<file path="config.mk">
export PLATFORM = sky130hd
export DESIGN_NAME = i2c_slave_rx
export DESIGN_NICKNAME = d
export VERILOG_FILES = /design/src/rtl/i2c_slave_rx.sv
export SDC_FILE = /design/constraint.sdc
export NUM_CORES = 1
export LEC_CHECK = 0
export BUFFER_PORTS_ARGS = -buffer_cell sky130_fd_sc_hd__buf_2
export CAP_MARGIN = 20
export CELL_PAD_IN_SITES_DETAIL_PLACEMENT = 1
export CELL_PAD_IN_SITES_GLOBAL_PLACEMENT = 1
export CORE_ASPECT_RATIO = 0.6
export CORE_MARGIN = 2
export CORE_UTILIZATION = 41
export DETAILED_ROUTE_END_ITERATION = 8
export GPL_TIMING_DRIVEN = 0
export PLACE_DENSITY_LB_ADDON = 0.15
export SLEW_MARGIN = 20
export SYNTH_ARGS = -nofsm -noshare
export SYNTH_HDL_FRONTEND = slang
export SYNTH_SLANG_ARGS = --single-unit
</file>
<file path="constraint.sdc">
create_clock -name clk -period 1.7 [get_ports clk]
set_clock_uncertainty 0.05 [all_clocks]
set_input_delay 0.17 -clock clk [delete_from_list [all_inputs] [get_ports clk]]
set_output_delay 0.17 -clock clk [all_outputs]
set_load 0.1 [all_outputs]
</file>
<file path="src/rtl/i2c_slave_rx.sv">
// Receive side of the 4-bit I2C link: synchronizes SCL/SDA, decodes START/STOP,
// matches a 4-bit address, then accepts 4-bit nibbles with an ACK after each.
module i2c_slave_rx #(
   parameter logic [3:0] SLAVE_ADDR = 4'b1100
) (
   input  logic       clk,
   input  logic       reset,
   input  logic       scl,
   input  logic       sda_in,
   output logic       sda_oe,
   output logic       ack,
   output logic [3:0] data_out,
   output logic       data_valid,
   output logic       addr_match,
   output logic       busy
);

   typedef enum logic [2:0] {
      S_IDLE,
      S_ADDR,
      S_ADDR_ACK,
      S_DATA,
      S_DATA_ACK,
      S_WAIT_STOP
   } state_t;

   // Two sync stages plus one history flop per line; all reset to the idle-bus level.
   logic scl_s1_q, scl_s2_q, scl_h_q;
   logic sda_s1_q, sda_s2_q, sda_h_q;

   always_ff @(posedge clk or posedge reset) begin
      if (reset) begin
         scl_s1_q <= 1'b1;
         scl_s2_q <= 1'b1;
         scl_h_q  <= 1'b1;
         sda_s1_q <= 1'b1;
         sda_s2_q <= 1'b1;
         sda_h_q  <= 1'b1;
      end else begin
         scl_s1_q <= scl;
         scl_s2_q <= scl_s1_q;
         scl_h_q  <= scl_s2_q;
         sda_s1_q <= sda_in;
         sda_s2_q <= sda_s1_q;
         sda_h_q  <= sda_s2_q;
      end
   end

   logic scl_rise, scl_fall, start_det, stop_det;

   // START/STOP require SCL high on both samples, so an SCL edge always wins.
   assign scl_rise  =  scl_s2_q & ~scl_h_q;
   assign scl_fall  = ~scl_s2_q &  scl_h_q;
   assign start_det =  scl_s2_q &  scl_h_q &  sda_h_q & ~sda_s2_q;
   assign stop_det  =  scl_s2_q &  scl_h_q & ~sda_h_q &  sda_s2_q;

   state_t     state_q, state_d;
   logic [2:0] bitcnt_q, bitcnt_d;
   logic [3:0] shift_q, shift_d;
   logic [3:0] dout_q, dout_d;
   logic       oe_q, oe_d;
   logic       match_q, match_d;
   logic       dv_q, dv_d;
   logic       busy_q, busy_d;
   logic [3:0] shift_in;

   assign shift_in = {shift_q[2:0], sda_s2_q};

   always_ff @(posedge clk or posedge reset) begin
      if (reset) begin
         state_q  <= S_IDLE;
         bitcnt_q <= 3'd0;
         shift_q  <= 4'd0;
         dout_q   <= 4'd0;
         oe_q     <= 1'b0;
         match_q  <= 1'b0;
         dv_q     <= 1'b0;
         busy_q   <= 1'b0;
      end else begin
         state_q  <= state_d;
         bitcnt_q <= bitcnt_d;
         shift_q  <= shift_d;
         dout_q   <= dout_d;
         oe_q     <= oe_d;
         match_q  <= match_d;
         dv_q     <= dv_d;
         busy_q   <= busy_d;
      end
   end

   always_comb begin
      state_d  = state_q;
      bitcnt_d = bitcnt_q;
      shift_d  = shift_q;
      dout_d   = dout_q;
      oe_d     = oe_q;
      match_d  = match_q;
      dv_d     = 1'b0;

      if (start_det) begin
         state_d  = S_ADDR;
         bitcnt_d = 3'd0;
         match_d  = 1'b0;
         oe_d     = 1'b0;
      end else if (stop_det) begin
         state_d = S_IDLE;
         oe_d    = 1'b0;
         match_d = 1'b0;
      end else begin
         case (state_q)
            S_ADDR: begin
               if (scl_rise && !oe_q) begin
                  shift_d = shift_in;
                  if (bitcnt_q == 3'd3) begin
                     if (shift_in == SLAVE_ADDR) begin
                        state_d = S_ADDR_ACK;
                        match_d = 1'b1;
                     end else begin
                        state_d = S_WAIT_STOP;
                     end
                  end else begin
                     bitcnt_d = bitcnt_q + 3'd1;
                  end
                end
            end
            // First falling edge grabs SDA, the next one lets go.
            S_ADDR_ACK: begin
               if (scl_fall) begin
                  if (!oe_q) begin
                     oe_d = 1'b1;
                  end else begin
                     oe_d     = 1'b0;
                     state_d  = S_DATA;
                     bitcnt_d = 3'd0;
                  end
               end
            end
            S_DATA: begin
               if (scl_rise && !oe_q) begin
                  shift_d = shift_in;
                  if (bitcnt_q == 3'd3) begin
                     state_d = S_DATA_ACK;
                  end else begin
                     bitcnt_d = bitcnt_q + 3'd1;
                  end
               end
            end
            S_DATA_ACK: begin
               if (scl_fall) begin
                  if (!oe_q) begin
                     oe_d   = 1'b1;
                     dout_d = shift_q;
                     dv_d   = 1'b1;
                  end else begin
                     oe_d     = 1'b0;
                     state_d  = S_DATA;
                     bitcnt_d = 3'd0;
                  end
               end
            end
            default: ;
         endcase
      end

      busy_d = (state_d != S_IDLE);
   end

   assign sda_oe     = oe_q;
   assign ack        = oe_q;
   assign data_out   = dout_q;
   assign data_valid = dv_q;
   assign addr_match = match_q;
   assign busy       = busy_q;

endmodule
</file>
==> impl_metrics.py <==
metrics = {
    "outcome": {
        "status": "finished, violations left",
        "violations": "negative setup slack",
    },
    "worst_hold_path": {
        "hp-class": "input pin to async pin",
    },
    "sta": {
        "hold_viol": 0,
        "max_slew.worst_pin.slew_ns": 0.928,
        "slew-limit-headroom_pct": 38.1,
        "report.final.slew_viol_count": 0,
        "max_freq_mhz": 548,
        "setup_violations": 12,
        "rsz0062_at_grt": "true",
        "period_needed_ns": 1.83,
        "finalCritPeriodShare_pct": 107,
        "fin_tns_setup_ns": -0.866,
        "setup_ws_ns": -0.126,
    },
    "layout": {
        "diodes": 0,
        "fin_util_pct": 56.8,
        "regArea_um2": 613,
        "n_fill_cell": 314,
        "areaGrowthSynthToFinish_pct": 31.5,
        "finalNetCount": 139,
        "multi_input_area_um2": 698,
        "drive_above_1_share_pct": 50.4,
    },
    "detailed_routing": {
        "vias": 933,
        "ant_nets": 0,
        "drt-pass1-iter-count": 4,
        "drc_errors": 0,
        "routed_wl_um": 3540,
        "wl_per_cell_um": 20.4,
        "vias_per_cell": 5.39,
        "drt_iter0_markers": 29,
    },
    "grt": {
        "first_global_vias": 900,
        "grt-ovfl-total": 0,
        "grt_use_total_pct": 20.5,
        "grt_max_degree": 25,
        "antenna_found_initial": 0,
        "grt_pass1_wl_um": 4960,
    },
    "floorplan": {
        "fp.dieArea_mm2": 0.00351,
        "rows": 15,
        "core_area_mm2": 0.00289,
        "die_x_um": 75.2,
        "die_y_um": 46.7,
        "initial_core_util_pct": 43.2,
        "io_pins": 13,
    },
    "power": {
        "p_per_area_mw_per_mm2": 1860,
        "power_mw": 3.05,
        "leakage_nw": 0.732,
        "pwr-share-clk_pct": 13.3,
        "power.switching_mw": 1.42,
        "swShare_pct": 46.4,
        "p_comb_share_pct": 56.6,
        "irDropWorstVdd_mv": 0.790,
        "internal-power_mw": 1.64,
        "seq_power_share_pct": 30.0,
    },
    "synth": {
        "synth.most_common_cell": "dfrtp_1",
        "netlist_instances": 105,
        "syn_area_mm2": 0.00125,
        "ys_warn_count": 0,
        "yosysUniqueCellTypes": 43,
        "synth_area_per_cell_um2": 11.9,
        "synth_edf_count": 0,
        "synth_top_area_cell": "dfrtp_1",
        "synth_top_area_share_pct": 36.1,
        "synth_common_cells": "dfrtp_1 (18), nor2_1 (8), inv_1 (7)",
        "synth-seq-cells": 24,
        "ys_seq_area_share_pct": 48.7,
        "syn_nets": 112,
        "synth_ff_type": "dfrtp_1",
        "async_reset_ff_share_pct": 100,
        "ys_top_cells_by_area": "dfrtp_1 (36%), dfstp_2 (13%), mux2_1 (5.4%)",
    },
    "clock_tree": {
        "cts_max_level": 1,
        "clock_path_buffers": 2,
        "clk_latency_ns": 0.28,
        "clkTransAtPathRegs_ns": 0.09,
        "clockRootBuffer": "clkbuf_8",
        "cts_tree": "done",
        "clock_sinks": 24,
        "numCtsBuffers": 3,
    },
    "placement": {
        "hpwlAfterDp_um": 2090,
        "port_buffers": 12,
        "gp_congestion": 0.793,
    },
    "run": {
        "maxCapViolCount": 0,
    },
    "worst_setup_path": {
        "crit_fanout": 8,
        "arrival_ns": 1.93,
        "crit_path_start": "ack$_DFFE_PP0P_",
        "critPathKind": "register to register",
        "r2r_start": "ack$_DFFE_PP0P_",
        "crit_required_ns": 1.81,
        "end_kind": "register",
        "startpoint_type": "register",
    },
}
==> flip-flops by register name, indices dropped and copies added, names as in the netlist, 3 cells and up <==
register and cells:
data_out 4, state_q 3, shift_q 4, bitcnt_q 3
==> kinds of logic after synthesis <==
logic type               count (synthesis)  synth area share [%]
AO/OA/AOI/OAI                           18                  12.4
XOR/XNOR                                 4                  2.81
adder cells (fa/ha/maj)                  3                  3.01
buffers and inverters                   13                  5.52
flip-flops                              24                  48.7
multiplexers                            10                  10.2
AND/OR/NAND/NOR                         33                  17.3
==> cell type report <==
class / instances / area share (%)
multi-input combinational: 68 / 42.6
sequential: 24 / 37.4
timing repair buffer: 22 / 8.54
clock buffer: 4 / 3.36
tap: 42 / 3.20
buffer: 5 / 3.13
inverter: 8 / 1.83
==> per-layer routing <==
| layer | up-vias | part of all wire (%) | track usage (%) |
|---|---|---|---|
| met5 | - | 0 | 0 |
| met4 | 0 | 1.2 | 4.21 |
| met3 | 6 | 3.4 | 5.25 |
| met2 | 21 | 46 | 29.8 |
| met1 | 478 | 49 | 30.8 |
| li1 | 428 | - | - |
==> power groups by stage <==
stage / sequential (mW) / combinational [mW] / clock [mW]
after floorplan: 1.11 / 0.826 / 0
after global placement: 0.879 / 1.30 / 0
after detailed placement: 0.894 / 1.34 / 0
after CTS: 0.886 / 1.48 / 0.409
after global routing: 0.932 / 1.82 / 0.433
final: 0.917 / 1.73 / 0.406
==> critical path: stages (launching register included) <==
cell and delay, ns:
dfrtp_4 0.54, or3b_4 0.42, o32ai_4 0.26, a21oi_4 0.11, mux2_4 0.32
==> through the flow <==
step	setup slack, ns	hold WS, ns	area (um2)	std cells
6_report	-0.126	0.0330	1640	173
5_1_grt	-0.165	0.132	1640	173
4_1_cts	-0.0992	0.0838	1540	172
3_5_place_dp	-0.296	0.227	1370	159
3_3_place_gp	-0.247	0.226	1370	159
2_1_floorplan	-0.167	0.124	1260	105
==> final timing paths <==
check | endpoint | slack, ns | cells after the start
min in group clk | scl_s2_q$_DFF_PP1_ | 0.31 | 0
min reg2reg | scl_s2_q$_DFF_PP1_ | 0.31 | 0
max reg2reg | bitcnt_q[1]$_DFFE_PP0P_ | -0.13 | 4
min | bitcnt_q[2]$_DFFE_PP0P_ | 0.03 | 2
max in group asynchronous | ack$_DFFE_PP0P_ | 0.90 | 2
max | bitcnt_q[1]$_DFFE_PP0P_ | -0.13 | 4
==> repair_timing <==
action | in CTS | in global routing
setup endpoints to repair | 10 | 14
pin swaps | 5 | 2
endpoints found under the hold margin | 2 | 0
buffers inserted | 7 | 1
hold buffers | 2 | 0
gates cloned | 0 | 0
resized for setup | 9 | 17
==> cell usage in the layout (no fill, tap or decap), drive strengths merged, types with 2 or more instances in the layout <==
master and n:
a21o 2, a21oi 2, a31oi 2, a32oi 2, and4bb 2, buf 24, clkbuf 5, dfrtp 18
dfstp 6, dlygate4sd3 2, ha 3, inv 8, mux2 10, nand2 2, nand2b 3, nand3 4
nor2 8, nor3b 4, o21ai 2, o221ai 2, o32ai 2, or3b 2, xnor2 3
No activity file was read; power rests on OpenSTA's default activity.
